**src/rtl/analog_sensor_scanner_pkg.sv**
```systemverilog
// Shared types and default constants for the analog mux/ADC sweep scanner.
// Holds the FSM state encoding, the channel type, and the default parameter values.
package analog_sensor_scanner_pkg;

    localparam int CH_W              = 3;
    localparam int DEF_NUM_CH        = 8;
    localparam int DEF_CLK_DIV       = 50;
    localparam int DEF_SETTLE_CYCLES = 4;

    typedef logic [CH_W-1:0] ch_t;

    typedef enum logic [1:0] {
        IDLE,
        SETTLE,
        SAMPLE,
        COMPARE
    } state_t;

endpackage

```
**src/rtl/adc_clk_gen.sv**
```systemverilog
// ADC conversion clock divider: clk_out toggles every CLK_DIV clocks; rise_tick flags the cycle before each rising edge.
// Latency: first rise_tick CLK_DIV clocks after hold drops; no backpressure, hold parks the divider at zero.
module adc_clk_gen
    import analog_sensor_scanner_pkg::*;
#(
    parameter int CLK_DIV = DEF_CLK_DIV
) (
    input  logic clock,
    input  logic reset,
    input  logic hold,
    output logic clk_out,
    output logic rise_tick
);

    localparam int CW = (CLK_DIV > 1) ? $clog2(CLK_DIV) : 1;

    logic [CW-1:0] div_cnt;
    logic          at_end;

    assign at_end    = (div_cnt == CW'(CLK_DIV - 1));
    assign rise_tick = at_end && !clk_out;

    always_ff @(posedge clock or negedge reset) begin
        if (!reset) begin
            div_cnt <= '0;
            clk_out <= 1'b0;
        end else if (hold) begin
            div_cnt <= '0;
            clk_out <= 1'b0;
        end else if (at_end) begin
            div_cnt <= '0;
            clk_out <= ~clk_out;
        end else begin
            div_cnt <= div_cnt + 1'b1;
        end
    end

endmodule

```
**src/rtl/analog_sensor_scanner.sv**
```systemverilog
// Sweeps an external 8:1 mux + ADC, samples each channel after settling, and publishes the per-sweep minimum.
// Latency: one sample per (SETTLE_CYCLES+1)*2*CLK_DIV clocks; no backpressure, enable low abandons the sweep.
module analog_sensor_scanner
    import analog_sensor_scanner_pkg::*;
#(
    parameter int NUM_CH        = DEF_NUM_CH,
    parameter int CLK_DIV       = DEF_CLK_DIV,
    parameter int SETTLE_CYCLES = DEF_SETTLE_CYCLES
) (
    input  logic       clock,
    input  logic       reset,
    input  logic       enable,
    input  logic [7:0] analog_input,
    output logic       clk_out,
    output logic [2:0] new_address,
    output logic [2:0] min_address,
    output logic [7:0] min_value,
    output logic       sample_valid,
    output logic [7:0] sample_data,
    output logic [2:0] sample_ch,
    output logic       sweep_done
);

    localparam int  SW      = $clog2(SETTLE_CYCLES + 1);
    localparam ch_t LAST_CH = ch_t'(NUM_CH - 1);

    state_t        state, state_nxt;
    logic [SW-1:0] settle_cnt, settle_nxt;
    ch_t           addr_nxt, run_ch, run_ch_nxt, cand_ch;
    ch_t           min_addr_nxt, sch_nxt;
    logic [7:0]    run_val, run_val_nxt, cand_val;
    logic [7:0]    min_val_nxt, sdata_nxt;
    logic          valid_nxt, done_nxt, take;
    logic          rise_tick;

    adc_clk_gen #(
        .CLK_DIV (CLK_DIV)
    ) u_clk_gen (
        .clock     (clock),
        .reset     (reset),
        .hold      (state == IDLE),
        .clk_out   (clk_out),
        .rise_tick (rise_tick)
    );

    always_comb begin
        state_nxt    = state;
        settle_nxt   = settle_cnt;
        addr_nxt     = new_address;
        run_val_nxt  = run_val;
        run_ch_nxt   = run_ch;
        min_addr_nxt = min_address;
        min_val_nxt  = min_value;
        sdata_nxt    = sample_data;
        sch_nxt      = sample_ch;
        valid_nxt    = 1'b0;
        done_nxt     = 1'b0;
        // Channel 0 always seeds the running minimum, so no per-sweep clear is needed.
        take         = (sample_data < run_val) || (sample_ch == '0);
        cand_val     = take ? sample_data : run_val;
        cand_ch      = take ? sample_ch : run_ch;

        if (state != IDLE && !enable) begin
            state_nxt  = IDLE;
            addr_nxt   = '0;
            settle_nxt = '0;
        end else begin
            case (state)
                IDLE: begin
                    if (enable) begin
                        state_nxt   = SETTLE;
                        addr_nxt    = '0;
                        settle_nxt  = '0;
                        run_val_nxt = 8'hFF;
                        run_ch_nxt  = '0;
                    end
                end
                SETTLE: begin
                    if (rise_tick) begin
                        settle_nxt = settle_cnt + 1'b1;
                        if (settle_cnt == SW'(SETTLE_CYCLES - 1)) begin
                            state_nxt = SAMPLE;
                        end
                    end
                end
                SAMPLE: begin
                    if (rise_tick) begin
                        sdata_nxt = analog_input;
                        sch_nxt   = new_address;
                        valid_nxt = 1'b1;
                        state_nxt = COMPARE;
                    end
                end
                COMPARE: begin
                    run_val_nxt = cand_val;
                    run_ch_nxt  = cand_ch;
                    if (new_address == LAST_CH) begin
                        min_addr_nxt = cand_ch;
                        min_val_nxt  = cand_val;
                        done_nxt     = 1'b1;
                        addr_nxt     = '0;
                    end else begin
                        addr_nxt = new_address + 3'd1;
                    end
                    settle_nxt = '0;
                    state_nxt  = SETTLE;
                end
                default: state_nxt = IDLE;
            endcase
        end
    end

    always_ff @(posedge clock or negedge reset) begin
        if (!reset) begin
            state        <= IDLE;
            settle_cnt   <= '0;
            new_address  <= '0;
            run_val      <= 8'hFF;
            run_ch       <= '0;
            min_address  <= '0;
            min_value    <= 8'hFF;
            sample_data  <= '0;
            sample_ch    <= '0;
            sample_valid <= 1'b0;
            sweep_done   <= 1'b0;
        end else begin
            state        <= state_nxt;
            settle_cnt   <= settle_nxt;
            new_address  <= addr_nxt;
            run_val      <= run_val_nxt;
            run_ch       <= run_ch_nxt;
            min_address  <= min_addr_nxt;
            min_value    <= min_val_nxt;
            sample_data  <= sdata_nxt;
            sample_ch    <= sch_nxt;
            sample_valid <= valid_nxt;
            sweep_done   <= done_nxt;
        end
    end

endmodule

```
**config.mk**
```make
export PLATFORM = sky130hd
export DESIGN_NAME = analog_sensor_scanner
export DESIGN_NICKNAME = d
export VERILOG_FILES = /design/src/rtl/analog_sensor_scanner_pkg.sv /design/src/rtl/adc_clk_gen.sv /design/src/rtl/analog_sensor_scanner.sv
export SDC_FILE = /design/constraint.sdc
export NUM_CORES = 1
export LEC_CHECK = 0
export ABC_AREA = 1
export BUFFER_PORTS_ARGS = -buffer_cell sky130_fd_sc_hd__buf_2
export CORE_MARGIN = 2
export CORE_UTILIZATION = 50
export DETAILED_ROUTE_END_ITERATION = 16
export PLACE_DENSITY = 0.82
export SLEW_MARGIN = 25
export SYNTH_ARGS = -nofsm -noshare
export SYNTH_HDL_FRONTEND = slang
export SYNTH_SLANG_ARGS = --single-unit
```
**constraint.sdc**
```tcl
create_clock -name clock -period 3.75 [get_ports clock]
set_clock_uncertainty 0.05 [all_clocks]
set_input_delay 0.75 -clock clock [delete_from_list [all_inputs] [get_ports clock]]
set_output_delay 0.75 -clock clock [all_outputs]
set_load 0.01 [all_outputs]
```
Word level (Yosys, flattened, before mapping)
Cells that the tools add are included.
{ "op_classes": {"add_sub_neg": 3, "order_cmp": 1, "eq_ne": 11, "mux": 28, "n_bitwise": 2, "n_reduce_logical": 18} }
{ "op_table": {"columns": ["cell", "count"], "rows": [
  ["$mux 3", 6],
  ["$mux 8", 2],
  ["$pmux 8 s2", 1],
  ["$mux 6", 2],
  ["$ne 3x3->1 const B", 4],
  ["$pmux 3 s2", 2],
  ["$reduce_and 3->1", 4],
  ["$mux 2", 5],
  ["$pmux 3 s3", 1],
  ["$lt 8x8->1", 1],
  ["$mux 1", 8],
  ["$pmux 2 s4", 1],
  ["$add 3x1->3 const B", 2],
  ["$add 6x1->6 const B", 1],
  ["$eq 6x6->1 const B", 1],
  ["$reduce_bool 2->1", 3],
  ["$eq 2x2->1 const B", 2],
  ["$reduce_and 4->1", 1],
  ["$reduce_bool 4->1", 1],
  ["$eq 3x2->1 const B", 1],
  ["$eq 3x3->1 const B", 1],
  ["$logic_not 3->1", 1],
  ["$reduce_bool 3->1", 1],
  ["$eq 2x1->1 const B", 1],
  ["7 further kinds", 10]
]} }
{ "totals": {"ff_bits": 50, "input_bits": 11, "output_inout_bits": 28, "elab_cells": 76} }

Logic depth before layout (Yosys ltp)
{ "logic_depth": {"word_depth": 5, "depth_mapped": 14, "depth_no_buf": 13} }

Hierarchy
Synthesis repeated with hierarchy kept, for this count alone.
{ "unflattened": {"cells_unflattened": 324, "hier_area_um2": 2665.1} }
{ "modules_own_cells": {"columns": ["module", "instances", "cells_per_inst", "area_each_um2", "seq_area_each_um2"], "rows": [
  ["analog_sensor_scanner", 1, 282, 2306.0, 1096.1],
  ["adc_clk_gen", 1, 42, 359.1, 175.2]
]} }

Worst setup path after synthesis
No wires, ideal clock.
{ "synth_path": {"path_kind": "reg-to-reg", "start": "register run_val[7]", "end": "register run_ch[0]", "setup_ns": 0.116, "arrival_time_ns": 1.538, "required_ns": 3.584, "path_slack_ns": 2.045, "path_stages_with_launch": 12, "n_path_buf": 1, "synth_period_minus_slack_ns": 1.705, "cell_sequence": "dfstp_2 > inv_1 > ha_1 > nand2_1 > o21a_1 > nand2_2 > nand2_2 > buf_6 > nand2_1 > nand2_1 > nand2_1 > nand2_1"} }
{ "synth_between": {"elab_chain_cells": 4} }
{ "synth_rtl": {"columns": ["element", "line", "source"], "rows": [
  ["start, declared", "analog_sensor_scanner.sv:31", "logic [7:0] run_val, run_val_nxt, cand_val;"],
  ["start signal, assigned", "analog_sensor_scanner.sv:130", "run_val <= run_val_nxt;"],
  ["$lt 8x8->1", "analog_sensor_scanner.sv:59", "take = (sample_data < run_val) || (sample_ch == '0);"],
  ["$logic_or 1x1->1", "analog_sensor_scanner.sv:59", null],
  ["$mux 3", "analog_sensor_scanner.sv:61", "cand_ch = take ? sample_ch : run_ch;"],
  ["$pmux 3 s2", "analog_sensor_scanner.sv:68", "case (state)"],
  ["end signal, assigned", "analog_sensor_scanner.sv:131", "run_ch <= run_ch_nxt;"],
  ["end, declared", "analog_sensor_scanner.sv:29", "ch_t addr_nxt, run_ch, run_ch_nxt, cand_ch;"]
]} }
Every way passes these cells.
A chain may end at the register's enable or synchronous reset.

Worst setup path after layout
{ "layout_path": {"start": "register run_val[5]", "end": "register min_value[7]"} }
{ "layout_between": {"elab_chain_cells": 3} }
{ "layout_rtl": {"columns": ["element", "line", "source"], "rows": [
  ["$lt 8x8->1", "analog_sensor_scanner.sv:59", null],
  ["$logic_or 1x1->1", "analog_sensor_scanner.sv:59", null],
  ["$mux 8", "analog_sensor_scanner.sv:60", "cand_val = take ? sample_data : run_val;"],
  ["end signal, assigned", "analog_sensor_scanner.sv:133", "min_value <= min_val_nxt;"],
  ["end, declared", "analog_sensor_scanner.sv:17", "output logic [7:0] min_value,"]
]} }
Every way passes these cells.

==> key figures <==
Logic synthesis
  • Flops & latches, synth: 50
  • Register area share after synthesis: 0.488
  • Syn Nets: between 300 and 400
  • Cell Area, Synth: 2600 sq um
  • Synth cell types: 26
  • Mean area per synthesized cell: 8.18 sq um
  • Mapped Cells: between 300 and 400
  • Yosys warns: 0

Worst setup path
  • Worst EP required: about 3.9 ns
  • Crit path cell chain: inv_1 -> ha_1 -> a21oi_1 -> o21a_1 -> nand2_2 -> nand2_2 -> nand2_1 -> nand2_1 -> nand2_1 -> nand2_1
  • Worst R2R Start: run_val[5]
  • Slowest stage cell, crit path: dfstp_2
  • Reg2reg setup slack: 1.66 ns
  • Arrival @ worst endpoint: 2.29 ns
  • Max FO, Critical Path: 12
  • Reg2reg path depth: 10
  • Critical Path Most Common Cell: nand2_1
  • CP max stage delay: about 0.55 ns
  • CP endpoint kind: register
  • Kind of launch point of the worst setup path: register
  • R2R Path End: min_value[7]
  • Setup Crit Path Kind: register to register

Detailed routing
  • Drt wl/cell: about 12 um
  • Iter 0 DRT Violations: 151
  • Drt pass-1 iters: 4
  • Remaining antenna violation count after routing: 0
  • Vias: approximately 2100
  • Final wirelength: between 5000 and 6000 um
  • Vias per cell: between 4 and 5
  • DRC: 0

Finish
  • Antenna diodes: 0
  • Fin nets: approximately 380
  • Post-layout util: 0.571
  • Share of cells above drive strength 1: 0.219
  • Layout area overhead: 11.3%

Hold path
  • Hold/Removal Path Class: input port to async pin

Timing
  • Fin crit share: 0.558
  • RSZ-0062 raised after global routing: false
  • Max-slew violation count: 0
  • Fin Setup TNS: 0 ns
  • Worst Tran Pin Value: a little over 0.6 ns
  • Fin. Hold Viols: 0
  • Hold Slack: 0.404 ns
  • Slew Limit Headroom: 0.592
  • Final worst setup slack: 1.66 ns
  • Final critical-path required period: ~2.1 ns
  • Endpoints failing setup: 0
  • FMAX: between 400 and 500 MHz

Clock tree
  • H-tree Lvls: 2
  • Clock slew at reported path FFs: 0.08 ns
  • CTS tree: built
  • CTS buffer count: 5
  • Root buf cell: clkbuf_8
  • Clock sink total: 50
  • Setup Fix Bufs, Post-CTS: 0
  • Clk Latency, worst-skew pair: 0.30 ns
  • CTS Buffer Depth: 2
  • Hold buffers post-CTS: 0
  • Resized cells post-CTS: 0

Floorplanning
  • IO Count: 39
  • Starting Density: 0.513
  • Die H: 76.1 um
  • Core Box Area: 5070 sq um
  • Cell Rows: 26
  • Chip width: ~76 um
  • Die area: 5800 sq um

Power
  • Cell Pwr Density: approximately 460 nW/um^2
  • Psw: ~0.45 mW
  • Logic pwr share: 0.257
  • Int Power: 0.898 mW
  • Switching part of the total: 0.333
  • Pwr Total: 1.35 mW
  • Worst vdd ir: about 240 uV
  • Register share of total power: 0.507
  • Clock power share: 0.236
  • Static Leak: 1.69 nW

Global routing
  • Remaining global-route overflow: 0
  • Initial antenna violation count: 0
  • Largest net degree at the start of global routing: 51
  • GRT Total Usage: 0.191
  • Number of global-route vias before repair: roughly 2100
  • First-pass GRT wire length: ~9100 um

Outcome
  • Outcome: completed

Flow run
  • Max cap viols: 0

Place
  • # port buffers: 38
  • Place WS: ~1.6 ns
  • Placer Congestion: about 0.85
  • Post-DP HPWL: about 3700 um
## worst max-delay path by stage
| stage | start | end | slack (ns) | cells past startpoint |
|---|---|---|---|---|
| floorplan | run_val[7] | run_ch[0] | 2.05 | 11 |
| global placement | enable | min_address[1] | 1.71 | 7 |
| detailed placement | enable | min_address[1] | 1.64 | 7 |
| CTS | run_val[5] | min_value[7] | 1.67 | 10 |
| global route | state[0] | min_address[1] | 1.44 | 8 |
| finish | run_val[5] | min_value[7] | 1.66 | 10 |
## worst max-delay path, delay by kind of cell, from the launching register on
kind,cells,cell delay (ns)
simple gates,6,0.80
fa+ha+maj,1,0.29
buf+inv,1,0.05
compound gates,2,0.31
flops,1,0.55
## power groups by stage
stage	Clock (mW)	Combinational, mW	Sequential, mW
2_1_floorplan	0	0.259	0.680
5_1_grt	0.348	0.418	0.692
6_report	0.317	0.346	0.682
3_5_place_dp	0	0.344	0.690
4_1_cts	0.323	0.348	0.682
3_3_place_gp	0	0.329	0.687
## synthesized netlist by cell type, drive strengths merged
master	instances	area, sq um
nand2	138	543
inv	39	146
dfrtp	34	851
nand3	24	120
ha	17	213
dfstp	16	420
o21ai	13	65.1
nor2	11	43.8
a21oi	7	35.0
buf	7	56.3
clkbuf	2	27.5
nand3b	2	15.0
nand4	1	12.5
nor3	1	5.00
nor3b	1	7.51
o21a	1	7.51
o22ai	1	6.26
o31ai	1	7.51
or3	1	11.3
xor2	1	8.76
## placed cells by master, fill, tap and decap left out
master and n:
o22ai_1 1, o31ai_1 1, nand3_1 24, nor3_1 1, clkbuf_1 2, clkbuf_8 6, o21ai_0 11, ha_1 17
o21ai_1 2, a21oi_1 7, nand3b_1 2, xor2_1 1, nor3b_1 1, inv_1 35, nor2_1 10, buf_2 37
nand2_1 128, inv_2 4, dfstp_2 16, nand2_2 10, o21a_1 1, dfrtp_1 34, nand4_2 1, nor2_2 1
or3_4 1, buf_4 2
## through the flow
stage / instance area (sq um) / std cells
floorplan: 2600 / 318
global placement: 2800 / 418
detailed placement: 2810 / 418
CTS: 2900 / 426
global route: 2900 / 426
finish: 2900 / 426
## registers in the layout, indices dropped and copies added, names as in the netlist
signal,cells
sample_data,8
u_clk_gen.clk_out,1
settle_cnt,3
sweep_done,1
min_address,3
sample_ch,3
state,2
new_address,3
run_ch,3
sample_valid,1
u_clk_gen.div_cnt,6
run_val,8
min_value,8
## layout make-up
class,count,area (sq um)
multi-input cells,220,1100
inverters,39,146
repair buffers,39,200
fillers,491,2180
flip-flops and latches,50,1270
clock buffers,8,90.1
well taps,70,87.6
## kinds of logic after synthesis
logic type | after synthesis | synth area share
buf+inv | 48 | 0.0885
simple gates | 179 | 0.291
fa+ha+maj | 17 | 0.0817
xor+xnor | 1 | 0.00337
compound gates | 23 | 0.0466
flops | 50 | 0.488
## per-layer routing
metal / up-vias / share of wire / global-route usage
li1: 1060 / - / -
met1: 961 / 0.49 / 0.259
met2: 44 / 0.47 / 0.320
met3: 5 / 0.037 / 0.0391
met4: 0 / 0.010 / 0.0455
met5: - / 0 / 0
No activity file was read; power rests on OpenSTA's default activity.
